### config.mk
export PLATFORM = sky130hd
export DESIGN_NAME = pipe_generator
export DESIGN_NICKNAME = d
export VERILOG_FILES = /design/src/rtl/pipe_pkg.sv /design/src/rtl/pipe_lfsr.sv /design/src/rtl/pipe_generator.sv
export SDC_FILE = /design/constraint.sdc
export NUM_CORES = 1
export LEC_CHECK = 0
export CAP_MARGIN = 20
export CORE_MARGIN = 2
export CORE_UTILIZATION = 50
export DETAILED_ROUTE_END_ITERATION = 10
export PLACE_DENSITY_LB_ADDON = 0.05
export SYNTH_ARGS = -nofsm -noshare
export SYNTH_HDL_FRONTEND = slang
export SYNTH_SLANG_ARGS = --single-unit
### constraint.sdc
create_clock -name clk -period 6 [get_ports clk]
set_clock_uncertainty 0.05 [all_clocks]
set_input_delay 1.2 -clock clk [delete_from_list [all_inputs] [get_ports clk]]
set_output_delay 1.2 -clock clk [all_outputs]
set_load 0.05 [all_outputs]
### src/rtl/pipe_pkg.sv
// Shared types and constants for the pipe generator slice.
package pipe_pkg;

    // Generator sequencing states.
    typedef enum logic [1:0] {
        IDLE  = 2'd0,
        SPACE = 2'd1,
        PIPE  = 2'd2
    } pipe_state_t;

    // Feedback taps for x^8+x^6+x^5+x^4+1, bit n of the mask is q[n].
    localparam logic [7:0] LFSR_TAPS = 8'hB8;

    // Playfield height used when the top is not overridden.
    localparam int ROWS_DEFAULT = 16;

endpackage

### src/rtl/pipe_lfsr.sv
// 8-bit Fibonacci LFSR that feeds the gap position of each new pipe.
module pipe_lfsr
    import pipe_pkg::*;
#(
    parameter logic [7:0] SEED = 8'hA5
) (
    input  logic       clk,
    input  logic       rst,
    input  logic       step,
    output logic [7:0] q
);

    // Shift left one place per step, feeding the XOR of the tapped bits into bit 0.
    always_ff @(posedge clk or negedge rst) begin
        if (!rst) begin
            q <= SEED;
        end else if (step) begin
            q <= {q[6:0], ^(q & LFSR_TAPS)};
        end
    end

endmodule

### src/rtl/pipe_generator.sv
// Column source for the scrolling playfield: SPACING blank columns, then a
// PIPE_W-wide pipe with a pseudo-random GAP_H-row opening, repeating.
// Optional feature macro PIPE_RAMP_EN: every 4th pipe shortens the blank run
// by one column, down to SPACING_MIN.
module pipe_generator
    import pipe_pkg::*;
#(
    parameter int         ROWS        = ROWS_DEFAULT,
    parameter int         GAP_H       = 4,
    parameter int         PIPE_W      = 2,
    parameter int         SPACING     = 6,
    parameter int         SPACING_MIN = 3,
    parameter logic [7:0] LFSR_SEED   = 8'hA5
) (
    input  logic            clk,
    input  logic            rst,
    input  logic            enable,
    input  logic            run,
    output logic [ROWS-1:0] new_pipe,
    output logic            pipe_start,
    output logic [3:0]      gap_top,
    output logic [7:0]      pipe_count
);

    // Highest row index at which a gap may begin and still fit inside the field.
    localparam int GAP_MAX = ROWS - GAP_H;

    pipe_state_t state;
    logic [7:0]  cnt;
    logic [7:0]  lfsr_q;
    logic [3:0]  gap_sel;
    logic [7:0]  count_inc;
    logic        entering;
    logic [7:0]  cur_spacing;
    logic        unused_lfsr_hi;

    // Only the low nibble picks the gap; the rest of the state just scrambles it.
    assign unused_lfsr_hi = ^lfsr_q[7:4];

    pipe_lfsr #(
        .SEED (LFSR_SEED)
    ) u_lfsr (
        .clk  (clk),
        .rst  (rst),
        .step (enable),
        .q    (lfsr_q)
    );

    // Fold out-of-range nibbles back into the legal gap range.
    always_comb begin
        gap_sel = lfsr_q[3:0];
        if (int'(lfsr_q[3:0]) > GAP_MAX) begin
            gap_sel = 4'(int'(lfsr_q[3:0]) - GAP_MAX - 1);
        end
    end

    // Saturating next value of the pipe counter and the pipe-entry condition.
    always_comb begin
        count_inc = (pipe_count == 8'hFF) ? 8'hFF : pipe_count + 8'd1;
        entering  = enable && run && (state == SPACE) && (cnt == 8'd0);
    end

    // A pipe column is solid everywhere except the GAP_H rows starting at top.
    function automatic logic [ROWS-1:0] build_column(input logic [3:0] top);
        logic [ROWS-1:0] col;
        col = '0;
        for (int i = 0; i < ROWS; i++) begin
            col[i] = (i < int'(top)) || (i >= int'(top) + GAP_H);
        end
        return col;
    endfunction

`ifdef PIPE_RAMP_EN
    // Shorten the blank run after every 4th pipe, never below the floor.
    always_ff @(posedge clk or negedge rst) begin
        if (!rst) begin
            cur_spacing <= 8'(SPACING);
        end else if (!run) begin
            cur_spacing <= 8'(SPACING);
        end else if (entering && (count_inc[1:0] == 2'b00) &&
                     (int'(cur_spacing) > SPACING_MIN)) begin
            cur_spacing <= cur_spacing - 8'd1;
        end
    end
`else
    localparam int unused_spacing_min = SPACING_MIN;
    assign cur_spacing = 8'(SPACING);
`endif

    // Sequencer: run low parks everything, otherwise each enable writes one column.
    always_ff @(posedge clk or negedge rst) begin
        if (!rst) begin
            state      <= IDLE;
            cnt        <= 8'd0;
            new_pipe   <= '0;
            pipe_start <= 1'b0;
            gap_top    <= 4'd0;
            pipe_count <= 8'd0;
        end else if (!run) begin
            state      <= IDLE;
            cnt        <= 8'd0;
            new_pipe   <= '0;
            pipe_start <= 1'b0;
            pipe_count <= 8'd0;
        end else if (enable) begin
            pipe_start <= 1'b0;
            case (state)
                IDLE: begin
                    new_pipe <= '0;
                    cnt      <= cur_spacing - 8'd1;
                    state    <= SPACE;
                end
                SPACE: begin
                    if (cnt != 8'd0) begin
                        new_pipe <= '0;
                        cnt      <= cnt - 8'd1;
                    end else begin
                        gap_top    <= gap_sel;
                        new_pipe   <= build_column(gap_sel);
                        cnt        <= 8'(PIPE_W - 1);
                        pipe_start <= 1'b1;
                        pipe_count <= count_inc;
                        state      <= PIPE;
                    end
                end
                PIPE: begin
                    if (cnt != 8'd0) begin
                        cnt <= cnt - 8'd1;
                    end else begin
                        new_pipe <= '0;
                        cnt      <= cur_spacing - 8'd1;
                        state    <= SPACE;
                    end
                end
                default: begin
                    state <= IDLE;
                end
            endcase
        end else begin
            pipe_start <= 1'b0;
        end
    end

endmodule

; ---- After elaboration in Yosys (flattened, before gate mapping)
; Index checks and enable logic that the tools add are counted.
[totals]
register_bits = 47
input_bits = 4
word_cells = 102
[classes]
n_addsub = 5
n_lt_le_gt_ge = 32
eq_ne = 9
mux = 25
bitwise = 1
n_reduce_logical = 23
[op_table]
columns = operator, n
row1 = greater-or-equal comparator 5 x 32 -> 1 bit (first input constant), 7
row2 = greater-or-equal comparator 4 x 32 -> 1 bit (first input constant), 4
row3 = 2-to-1 mux 8 bit, 9
row4 = greater-or-equal comparator 3 x 32 -> 1 bit (first input constant), 2
row5 = 2-to-1 mux 16 bit, 4
row6 = one-hot mux 16 bit (3 select lines), 1
row7 = greater-or-equal comparator 1 x 32 -> 1 bit (first input constant), 1
row8 = greater-or-equal comparator 2 x 32 -> 1 bit (first input constant), 1
row9 = less-than comparator 4 bit (first input constant), 7
row10 = one-hot mux 8 bit (3 select lines), 1
row11 = less-than comparator 3 x 4 -> 1 bit (first input constant), 4
row12 = logical OR 1 bit, 15
row13 = AND reduction 3 bit, 3
row14 = adder 8 x 1 -> 8 bit (second input constant), 1
row15 = == test 8 bit (second input constant), 1
row16 = less-than comparator 1 x 4 -> 1 bit (first input constant), 2
row17 = less-than comparator 2 x 4 -> 1 bit (first input constant), 2
row18 = 2-to-1 mux 2 bit, 4
row19 = nonzero test 8 bit, 1
row20 = XOR reduction 8 bit, 1
row21 = subtractor 8 x 1 -> 8 bit (second input constant), 1
row22 = != test 3 bit (second input constant), 2
row23 = one-hot mux 2 bit (3 select lines), 1
row24 = adder 4 x 3 -> 5 bit (second input constant), 1
row25 = other kinds (15), 19

; ---- Logic depth before layout (Yosys ltp)
; Gate-level depths: netlist of run 1.
[depth]
ltp_word = 10
depth_mapped = 12
depth_no_buf = 10

; ---- Modules after synthesis
; A second synthesis of run 1 with hierarchy kept.
[unflattened]
cells_unflattened = 272
area_unflattened_um2 = 2581.2
[by_module_without_submodules]
columns = mod, n_inst, cells_each, area_per_inst_um2
row1 = pipe_generator, 1, 251, 2257.2
row2 = pipe_lfsr, 1, 21, 324.1

; ---- Worst setup path after synthesis of run 1
; No wires, ideal clock.
[synth_path]
path_kind = reg2reg
from = register u_lfsr.q[0]
to = register new_pipe[8]
setup_time_ns = 0.078
arrival_time_ns = 2.468
t_required_ns = 5.872
slack_ns = 3.403
stages_incl_launch_ff = 13
path_cell_list = dfstp_2 buf_2 inv_1 ha_1 nand2b_1 nand2_1 inv_1 ha_1 clkbuf_1 or4b_1 mux2i_1 a311oi_1 o2bb2ai_1
[synth_via]
elab_chain_cells = 10
elab_cells_between_ends = 12
cone_classes = 3 x add/sub / 3 x order compare / 5 x mux / 1 x reduce/logical
[synth_lines]
columns = item, line
row1 = "start, declared", pipe_lfsr.sv:10  ; output logic [7:0] q
row2 = "start signal, assigned", pipe_lfsr.sv:18  ; q <= {q[6:0], ^(q & LFSR_TAPS)};
row3 = subtractor 4 bit, pipe_generator.sv:53  ; gap_sel = 4'(int'(lfsr_q[3:0]) - GAP_MAX - 1);
row4 = subtractor 4 x 2 -> 4 bit, pipe_generator.sv:53
row5 = 2-to-1 mux 4 bit *, pipe_generator.sv:52  ; if (int'(lfsr_q[3:0]) > GAP_MAX) begin
row6 = via gap_sel[2], pipe_generator.sv:31  ; logic [3:0] gap_sel;
row7 = adder 4 x 3 -> 5 bit, pipe_generator.sv:68  ; col[i] = (i < int'(top)) || (i >= int'(top) + GAP_H);
row8 = greater-or-equal comparator 5 x 32 -> 1 bit, pipe_generator.sv:68
row9 = logical OR 1 bit *, pipe_generator.sv:68
row10 = 2-to-1 mux 16 bit *, pipe_generator.sv:114  ; if (cnt != 8'd0) begin
row11 = one-hot mux 16 bit (3 select lines) *, pipe_generator.sv:107  ; case (state)
row12 = 2-to-1 mux 16 bit *, pipe_generator.sv:105  ; end else if (enable) begin
row13 = 2-to-1 mux 16 bit *, pipe_generator.sv:99  ; end else if (!run) begin
row14 = "end signal, assigned", pipe_generator.sv:119  ; new_pipe <= build_column(gap_sel);
row15 = "end, declared", pipe_generator.sv:19  ; output logic [ROWS-1:0] new_pipe,
; Mark *: on every way through the listed nets, which the timed path passes. The rest lies on a longest branch. The select of a mux whose other input is x is not followed.
; A chain may end at the register's enable or synchronous reset.

; ---- Worst setup path in the final report of run 1
[layout_path]
from = input port enable
to = register new_pipe[4]
[layout_via]
elab_chain_cells = 2
[layout_lines]
columns = item, line
row1 = "start, declared", pipe_generator.sv:17  ; input logic enable,
row2 = != test 2 bit (no line), -
row3 = AND reduction 3 bit (no line), -
; Every way passes these cells.

==> results.sh, run 1 <==
export IMPL_power_leakage_uw=0.00135
export IMPL_cts_buffers=5
export IMPL_postCtsResizedCells=0
export IMPL_hold_buffers=0
export IMPL_cts_tree="done"
export IMPL_synth_distinct_cells=66
export IMPL_synth_xor_area_share_pct=2.21
export IMPL_worst_path_max_fanout=19
export IMPL_routed_via_density=5.90
export IMPL_dp_hpwl_um=4230
export IMPL_synth_simple_area_share_pct=17.5
export IMPL_start_util_pct=51.1
export IMPL_wl_met1_um=2780
export IMPL_rsz0062_at_grt="false"
export IMPL_post_route_util_pct=59.1
export IMPL_synthAdderAreaFrac_pct=6.30
export IMPL_wl_met3_um=209
export IMPL_final_common_cell="dfrtp_1"
export IMPL_dr_pass1_iters=4
export IMPL_clk_pin_slew_ns=0.09
export IMPL_outcome="complete, no violations"
export IMPL_wire_per_inst_um=15.9
export IMPL_n_fill_cell=490
export IMPL_wirelength_um=6040
export IMPL_post_cts_buffers=0
export IMPL_gp_congestion=0.836
export IMPL_grt_max_degree=48
export IMPL_antenna_cells=0
export IMPL_fin_setup_tns_ns=0
export IMPL_grt_pass1_vias=2044
export IMPL_maxCapViolations=0
export IMPL_p_switching_uw=468
export IMPL_grt_pass1_wl_um=9960
export IMPL_fin_area_um2=3220
export IMPL_p_int_uw=654
export IMPL_core_region_area_um2=5440
export IMPL_ios=33
export IMPL_p_per_area_nw_per_um2=349
export IMPL_fmax_ghz=0.314
export IMPL_drive_above_1_share_pct=10.1
export IMPL_seq_area_frac_synth_pct=42.5
export IMPL_cts_max_level=2
export IMPL_synth_seq_cells=47
export IMPL_start_kind="input port"
export IMPL_overflow=0
export IMPL_synth_area_leaders="dfrtp_1 (39%), ha_1 (6.3%), dfstp_2 (3.8%)"
export IMPL_cp_end_kind="flop"
export IMPL_max_slew_margin_rel_pct=47.6
export IMPL_swShare_pct=41.7
export IMPL_grt_usage_pct=20.3
export IMPL_placed_cell_area_um2=3110
export IMPL_clk_insertion_delay_late_ns=0.30
export IMPL_die_w_um=78.6
export IMPL_combPwrFrac_pct=45.4
export IMPL_muxShareOfSynthArea_pct=3.65
export IMPL_wl_met2_um=2960
export IMPL_hp_class="flop to flop"
export IMPL_detail_route_antenna_nets=0
export IMPL_critPathArrivalTime_ns=3.32
export IMPL_root_buffer="clkbuf_8"
export IMPL_syn_area_um2=2780
export IMPL_cts_max_path_buffers=2
export IMPL_synth_edf_count=0
export IMPL_synth_compound_area_share_pct=22.5
export IMPL_final_hold_violation_count=0
export IMPL_ys_flop_type="dfrtp_1"
export IMPL_vdd_drop_max_mv=0.173
export IMPL_yosys_warnings=0
export IMPL_io_buffers=32
export IMPL_slew_viol_final=0
export IMPL_max_slew_worst_pin_slew_ns=0.780
export IMPL_synth_avg_cell_area_um2=10.0
export IMPL_layout_nets=324
export IMPL_syn_to_final_growth_pct=15.7
export IMPL_num_rows=27
export IMPL_vias=2237
export IMPL_synthesis_nets=295
export IMPL_chipHeight_um=78.6
export IMPL_fp_dieArea_um2=6170
export IMPL_drc=0
export IMPL_top_layer="met4"
export IMPL_fin_crit_sh_pct=53.1
export IMPL_ff2ff_setup_slack_ns=3.16
export IMPL_period_needed_ns=3.19
export IMPL_antenna_found_initial=0
export IMPL_yosysTopAreaCell="dfrtp_1"
export IMPL_synth_top_area_share_pct=38.7
export IMPL_syn_inst=277
export IMPL_synth_top_family_by_area="compound AO/OA/AOI/OAI gates"
export IMPL_cp_required_ns=6.14
export IMPL_clock_sinks=47
export IMPL_layout_common_cells="dfrtp_1 (43), clkdlybuf4s50_1 (31), inv_1 (17)"
export IMPL_initialDrtViolationCount=173
export IMPL_path_class="input port to flop"
export IMPL_p_seq_share_pct=37.8
export IMPL_async_flop_share_pct=100
export IMPL_p_clk_share_pct=16.7
export IMPL_setup_viol=0
[cells by family (layout without fill, tap and decap cells)]
group	Yosys count	after routing
XOR/XNOR	7	7
adder cells (fa/ha/maj)	14	14
AND/OR/NAND/NOR	82	82
AO/OA/AOI/OAI	87	87
flip-flops	47	47
multiplexers	9	9
buffers and inverters	31	61
[power by group through the flow]
| stage | combinational [uW] | sequential [uW] | clock, uW |
|---|---|---|---|
| 6_report | 510 | 425 | 188 |
| 4_1_cts | 507 | 425 | 195 |
| 5_1_grt | 558 | 432 | 206 |
| 3_3_place_gp | 501 | 430 | 0 |
| 3_5_place_dp | 505 | 432 | 0 |
| 2_1_floorplan | 338 | 476 | 0 |
[state kept, by name, summed over array words and instances, names as in the netlist]
signal	flops
cnt	8
gap_top	4
new_pipe	16
pipe_count	8
pipe_start	1
state	2
u_lfsr.q	8
[Yosys cell counts, drive strengths merged (3+ instances only)]
library cell / instances
a211oi: 7
a21o: 4
a21oi: 15
a221o: 3
a22o: 5
a31oi: 3
a32o: 3
and3: 3
and4: 3
buf: 8
clkbuf: 3
dfrtp: 43
dfstp: 4
ha: 14
inv: 19
mux2: 6
mux2i: 3
nand2: 16
nand2b: 4
nand3: 14
nand4: 4
nor2: 11
nor3: 7
o21a: 3
o21ai: 21
o221ai: 3
or3: 4
xnor2: 7
[per-layer routing]
layer	up-vias	global-route usage (%)
met5	-	0
met3	8	3.68
met2	53	32.2
li1	1092	-
met1	1084	28.3
met4	0	6.32
[layout make-up]
class	count	area [um2]	share of cell area (%)
clock buffer	6	72.6	2.26
clock inverter	2	12.5	0.389
inverter	20	75.1	2.33
multi-input combinational	199	1450	45.1
sequential	47	1180	36.7
tap	72	90.1	2.80
timing repair buffer	33	335	10.4
[critical path: stages]
cell,delay (ns)
clkdlybuf4s50_1,0.90
o31a_1,0.30
nor2_2,0.10
or2_1,0.41
a221o_1,0.41
[final timing paths]
check                      depth (start not counted)           end         start
max                                                5   new_pipe[4]        enable
min                                                1  new_pipe[15]  new_pipe[15]
max reg2reg                                       10   new_pipe[8]   u_lfsr.q[0]
min reg2reg                                        1  new_pipe[15]  new_pipe[15]
max in group asynchronous                          2   u_lfsr.q[5]           rst
min in group asynchronous                          1   new_pipe[1]           rst
[per-stage QoR]
stage | hold slack, ns | total power [uW] | cells | worst slack, ns
final | 0.428 | 1120 | 379 | 2.81
after detailed placement | 0.418 | 936 | 370 | 2.46
after global routing | 0.466 | 1200 | 379 | 2.59
after global placement | 0.412 | 931 | 370 | 2.54
after CTS | 0.436 | 1130 | 378 | 2.80
after floorplan | 0.425 | 815 | 277 | 3.40
Power figures use the tool's default switching activity.
==> run 2, diff against run 1 <==
==> constraint.sdc (replaced) <==
create_clock -name clk -period 2.8 [get_ports clk]
set_clock_uncertainty 0.05 [all_clocks]
set_input_delay 0.56 -clock clk [delete_from_list [all_inputs] [get_ports clk]]
set_output_delay 0.56 -clock clk [all_outputs]
set_load 0.05 [all_outputs]
==> run 2 against run 1 <==
Against the previous run:
- register-to-register slack got worse by 2.9 ns
- worst setup slack got worse by 2.6 ns
- clock power increased by 110%
- design area increased by 2.5%
- count of clock-buffer cells in the layout increased by 1
- power increased by 120%
- first-iteration DRC count decreased by 4.6%
- cell count increased by 3.4%
- core utilization increased by 1.5 points
- critical endpoint is now new_pipe[8]
- highest routed layer unchanged
==> results.sh, run 2 (synthesis gave the netlist of run 1 again) <==
export IMPL_hold_buffers=0
export IMPL_vias=2314
export IMPL_syn_to_final_growth_pct=18.6
export IMPL_cp_slowest_cell="dfstp_2"
export IMPL_post_route_util_pct=60.6
export IMPL_cp_common_cell="ha_1"
export IMPL_swShare_pct=41.1
export IMPL_grt_max_degree=30
export IMPL_final_common_cell="dfrtp_1"
export IMPL_grt_usage_pct=21.7
export IMPL_start_kind="flop"
export IMPL_post_cts_buffers=0
export IMPL_fin_crit_sh_pct=91.9
export IMPL_slew_viol_final=0
export IMPL_path_cells="inv_1 -> ha_1 -> nand2b_1 -> o21a_1 -> inv_2 -> ha_1 -> or4b_1 -> mux2i_1 -> a311oi_1 -> o2bb2ai_1"
export IMPL_grt_pass1_wl_um=10700
export IMPL_layout_common_cells="dfrtp_1 (43), clkdlybuf4s50_1 (31), inv_1 (17)"
export IMPL_path_buf_inv=2
export IMPL_p_int_uw=1450
export IMPL_io_buffers=32
export IMPL_dp_hpwl_um=4570
export IMPL_wire_per_inst_um=16.0
export IMPL_final_hold_violation_count=0
export IMPL_fmax_ghz=0.389
export IMPL_cts_max_path_buffers=2
export IMPL_gp_congestion=0.890
export IMPL_wirelength_um=6280
export IMPL_cp_required_ns=2.98
export IMPL_worst_path_max_fanout=7
export IMPL_ios=33
export IMPL_combPwrFrac_pct=47.9
export IMPL_period_needed_ns=2.57
export IMPL_hp_class="input port to async pin"
export IMPL_chipHeight_um=78.6
export IMPL_cts_buffers=5
export IMPL_drive_above_1_share_pct=13.4
export IMPL_p_clk_share_pct=16.2
export IMPL_fin_setup_tns_ns=0
export IMPL_detail_route_antenna_nets=0
export IMPL_crit_family="simple AND/OR/NAND/NOR gates"
export IMPL_initialDrtViolationCount=165
export IMPL_dr_pass1_iters=4
export IMPL_cp_end_kind="flop"
export IMPL_overflow=0
export IMPL_p_per_area_nw_per_um2=745
export IMPL_vdd_drop_max_mv=0.373
export IMPL_max_stage_delay_ns=0.54
export IMPL_clk_pin_slew_ns=0.09
export IMPL_grt_pass1_vias=2204
export IMPL_max_slew_margin_rel_pct=47.0
export IMPL_die_w_um=78.6
export IMPL_p_seq_share_pct=35.9
export IMPL_antenna_found_initial=0
export IMPL_layout_nets=337
export IMPL_core_region_area_um2=5440
export IMPL_setup_viol=0
export IMPL_outcome="complete, no violations"
export IMPL_max_slew_worst_pin_slew_ns=0.788
export IMPL_n_fill_cell=462
export IMPL_critPathArrivalTime_ns=2.75
export IMPL_largest_reg_flops=16
export IMPL_regMostFlops="new_pipe"
export IMPL_postCtsResizedCells=0
export IMPL_clock_sinks=47
export IMPL_antenna_cells=0
export IMPL_start_util_pct=51.1
export IMPL_root_buffer="clkbuf_8"
export IMPL_p_switching_uw=1010
export IMPL_cts_max_level=2
export IMPL_routed_via_density=5.90
export IMPL_drc=0
export IMPL_num_rows=27
export IMPL_path_class="flop to flop"
export IMPL_rsz0062_at_grt="false"
export IMPL_cts_tree="done"
export IMPL_clk_insertion_delay_late_ns=0.30
export IMPL_fp_dieArea_um2=6170
export IMPL_power_leakage_uw=0.00141
export IMPL_maxCapViolations=0
==> run 2: cell types whose count changed in the layout (fill, tap and decap cells not counted), sizes merged <==
cell,before,now
clkinvlp,1,0
buf,2,15
clkbuf,6,7
==> run 2: final timing paths <==
kind,startpoint,endpoint,slack (ns),cells after the start
min,rst,new_pipe[0],0.12,1
min reg2reg,new_pipe[15],new_pipe[15],0.43,1
min in group clk,new_pipe[15],new_pipe[15],0.43,1
max reg2reg,u_lfsr.q[0],new_pipe[8],0.23,10
max in group asynchronous,rst,state[0],1.85,2
max,u_lfsr.q[0],new_pipe[8],0.23,10
==> run 2: cell type report <==
type	instances	area, um2	share of cell area [%]
clock buffer	7	76.3	2.31
clock inverter	1	5.00	0.152
timing repair buffer	46	420	12.8
tap	72	90.1	2.73
multi-input combinational	199	1450	43.9
sequential	47	1180	35.8
inverter	20	75.1	2.28
==> run 2: per-stage QoR <==
step	setup WS (ns)	hold slack [ns]	cell area, um2	std cells	total power, uW
finish	0.227	0.123	3300	392	2460
global placement	0.389	0.416	3220	384	2060
global route	0.111	0.157	3300	392	2620
floorplan	0.203	0.214	2780	277	1750
CTS	0.230	0.142	3300	392	2470
detailed placement	0.267	0.417	3220	384	2070
==> run 2: metal layers <==
metal,global-route usage (%),vias up,share of wire (%)
met5,0,-,0
met4,7.02,0,1.4
li1,-,1122,-
met1,28.8,1145,47
met2,35.9,37,48
met3,4.02,10,2.9
==> run 2: power by group through the flow <==
| stage | Sequential, uW | Clock, uW | Combinational (uW) |
|---|---|---|---|
| detailed placement | 898 | 0 | 1170 |
| global route | 897 | 434 | 1280 |
| floorplan | 1020 | 0 | 725 |
| finish | 883 | 397 | 1180 |
| CTS | 885 | 409 | 1170 |
| global placement | 893 | 0 | 1160 |
==> run 3, diff against run 2 <==
--- a/config.mk
+++ b/config.mk
@@ -10,6 +10,7 @@
 export CORE_UTILIZATION = 50
 export DETAILED_ROUTE_END_ITERATION = 10
 export PLACE_DENSITY_LB_ADDON = 0.05
+export REMOVE_ABC_BUFFERS = 1
 export SYNTH_ARGS = -nofsm -noshare
 export SYNTH_HDL_FRONTEND = slang
 export SYNTH_SLANG_ARGS = --single-unit
==> constraint.sdc (replaced) <==
create_clock -name clk -period 3.1 [get_ports clk]
set_clock_uncertainty 0.05 [all_clocks]
set_input_delay 0.62 -clock clk [delete_from_list [all_inputs] [get_ports clk]]
set_output_delay 0.62 -clock clk [all_outputs]
set_load 0.05 [all_outputs]
==> run 3 against run 2 <==
Against the previous run:
- global-route usage down 0.43 points
- core utilization shrank 1.2 points
- critical path type unchanged
- power is 12% lower
==> results.sh, run 3 (synthesis gave the netlist of run 1 again) <==
export IMPL_gr_usage_met2_pct=34.3
export IMPL_cp_slowest_cell="dfstp_2"
export IMPL_critPathArrivalTime_ns=2.92
export IMPL_antenna_found_initial=0
export IMPL_final_common_cell="dfrtp_1"
export IMPL_slew_viol_final=0
export IMPL_vias=2201
export IMPL_max_slew_worst_pin_slew_ns=0.738
export IMPL_start_util_pct=51.1
export IMPL_top_usage_layer="met2"
export IMPL_cp_end_kind="flop"
export IMPL_detail_route_antenna_nets=0
export IMPL_fin_area_um2=3230
export IMPL_path_class="flop to flop"
export IMPL_clock_sinks=47
export IMPL_rsz0062_at_grt="false"
export IMPL_antenna_cells=0
export IMPL_initialDrtViolationCount=160
export IMPL_gp_congestion=0.880
export IMPL_vdd_drop_max_mv=0.315
export IMPL_postCtsResizedCells=0
export IMPL_fin_crit_sh_pct=88.5
export IMPL_layout_nets=328
export IMPL_layout_common_cells="dfrtp_1 (43), clkdlybuf4s50_1 (31), inv_1 (17)"
export IMPL_grtUsageMet1_pct=28.3
export IMPL_final_hold_violation_count=0
export IMPL_rr_startpoint="u_lfsr.q[0]"
export IMPL_use_met3_pct=4.48
export IMPL_grt_pass1_wl_um=10400
export IMPL_post_cts_buffers=0
export IMPL_ios=33
export IMPL_rr_endpoint="new_pipe[8]"
export IMPL_num_rows=27
export IMPL_ff2ff_setup_slack_ns=0.36
export IMPL_worst_path_max_fanout=11
export IMPL_p_per_area_nw_per_um2=670
export IMPL_cts_tree="done"
export IMPL_cts_buffers=5
export IMPL_grt_max_degree=32
export IMPL_fmax_ghz=0.365
export IMPL_regMostFlops="new_pipe"
export IMPL_wirelength_um=5870
export IMPL_clk_insertion_delay_late_ns=0.30
export IMPL_max_stage_delay_ns=0.63
export IMPL_chipHeight_um=78.6
export IMPL_cp_required_ns=3.28
export IMPL_setup_viol=0
export IMPL_path_cells="inv_1 -> ha_1 -> nand2b_1 -> o21a_1 -> inv_2 -> ha_1 -> or4b_1 -> mux2i_1 -> a311oi_1 -> o2bb2ai_1"
export IMPL_max_slew_margin_rel_pct=50.4
export IMPL_root_buffer="clkbuf_8"
export IMPL_placed_cell_area_um2=3150
export IMPL_grt_usage_pct=21.3
export IMPL_wire_per_inst_um=15.3
export IMPL_core_region_area_um2=5440
export IMPL_clk_pin_slew_ns=0.09
export IMPL_grt_pass1_vias=2200
export IMPL_drc=0
export IMPL_cts_max_level=2
export IMPL_reg2reg_depth=10
export IMPL_cts_max_path_buffers=2
export IMPL_power_leakage_uw=0.00137
export IMPL_overflow=0
export IMPL_fp_dieArea_um2=6170
export IMPL_n_fill_cell=477
export IMPL_syn_to_final_growth_pct=16.3
export IMPL_dp_hpwl_um=4310
export IMPL_drive_above_1_share_pct=11.3
export IMPL_outcome="complete, no violations"
export IMPL_dr_pass1_iters=4
export IMPL_start_kind="flop"
export IMPL_die_w_um=78.6
export IMPL_largest_reg_flops=16
export IMPL_hold_buffers=0
export IMPL_fin_setup_tns_ns=0
export IMPL_maxCapViolations=0
export IMPL_hp_class="input port to async pin"
export IMPL_routed_via_density=5.75
export IMPL_period_needed_ns=2.74
export IMPL_cp_common_cell="ha_1"
export IMPL_io_buffers=32
==> run 3: changes by cell type in the layout (fill, tap and decap cells not counted), sizes merged <==
cell      previous run  this run
clkbuf               7         6
buf                 15         6
clkinvlp             0         1
==> run 3: power by group <==
group / internal [uW] / switching, uW / leakage [uW]
clock: 158 / 207 / 0.0000412
sequential: 721 / 98.8 / 0.000626
combinational: 388 / 595 / 0.000699
==> run 3: how the worst max path moves through the flow <==
stage	startpoint	end	slack (ns)	cells past startpoint
final	u_lfsr.q[0]	new_pipe[8]	0.36	10
after floorplan	u_lfsr.q[0]	new_pipe[8]	0.60	10
after global placement	u_lfsr.q[0]	new_pipe[8]	0.43	10
after global routing	u_lfsr.q[0]	new_pipe[8]	0.10	10
after CTS	u_lfsr.q[0]	new_pipe[8]	0.36	10
after detailed placement	u_lfsr.q[0]	new_pipe[8]	0.37	10
==> run 3: per-layer routing <==
layer	part of all wire, %	routed length [um]	vias up
li1	-	-	1094
met1	46	2690	1056
met2	49	2860	39
met3	3.3	196	12
met4	2.1	123	0
met5	0	0	-
==> run 3: cell type report <==
type                            count  area (um2)  share of cell area (%)
Clock buffer                        6        72.6                    2.24
Clock inverter                      2        12.5                   0.387
Inverter                           20        75.1                    2.32
Multi-Input combinational cell    199        1450                    44.8
Sequential cell                    47        1180                    36.5
Tap cell                           72        90.1                    2.79
Timing Repair Buffer               37         353                    10.9
==> run 3: through the flow <==
stage / hold WS [ns] / utilization [%] / setup WS (ns) / cells / power (uW)
3_3_place_gp: 0.421 / 57.9 / 0.431 / 375 / 1800
5_1_grt: 0.200 / 59.4 / 0.102 / 383 / 2330
4_1_cts: 0.182 / 59.4 / 0.358 / 383 / 2190
2_1_floorplan: 0.274 / - / 0.602 / 266 / 1540
6_report: 0.177 / 59.4 / 0.357 / 383 / 2170
3_5_place_dp: 0.424 / 57.9 / 0.366 / 375 / 1810
==> run 3: critical path, delay by kind of cell (launching register included) <==
family                   cells  cell delay [ns]
AO/OA/AOI/OAI                3             0.50
adder cells (fa/ha/maj)      2             0.51
buffers and inverters        2             0.25
flip-flops                   1             0.63
multiplexers                 1             0.14
AND/OR/NAND/NOR              2             0.59
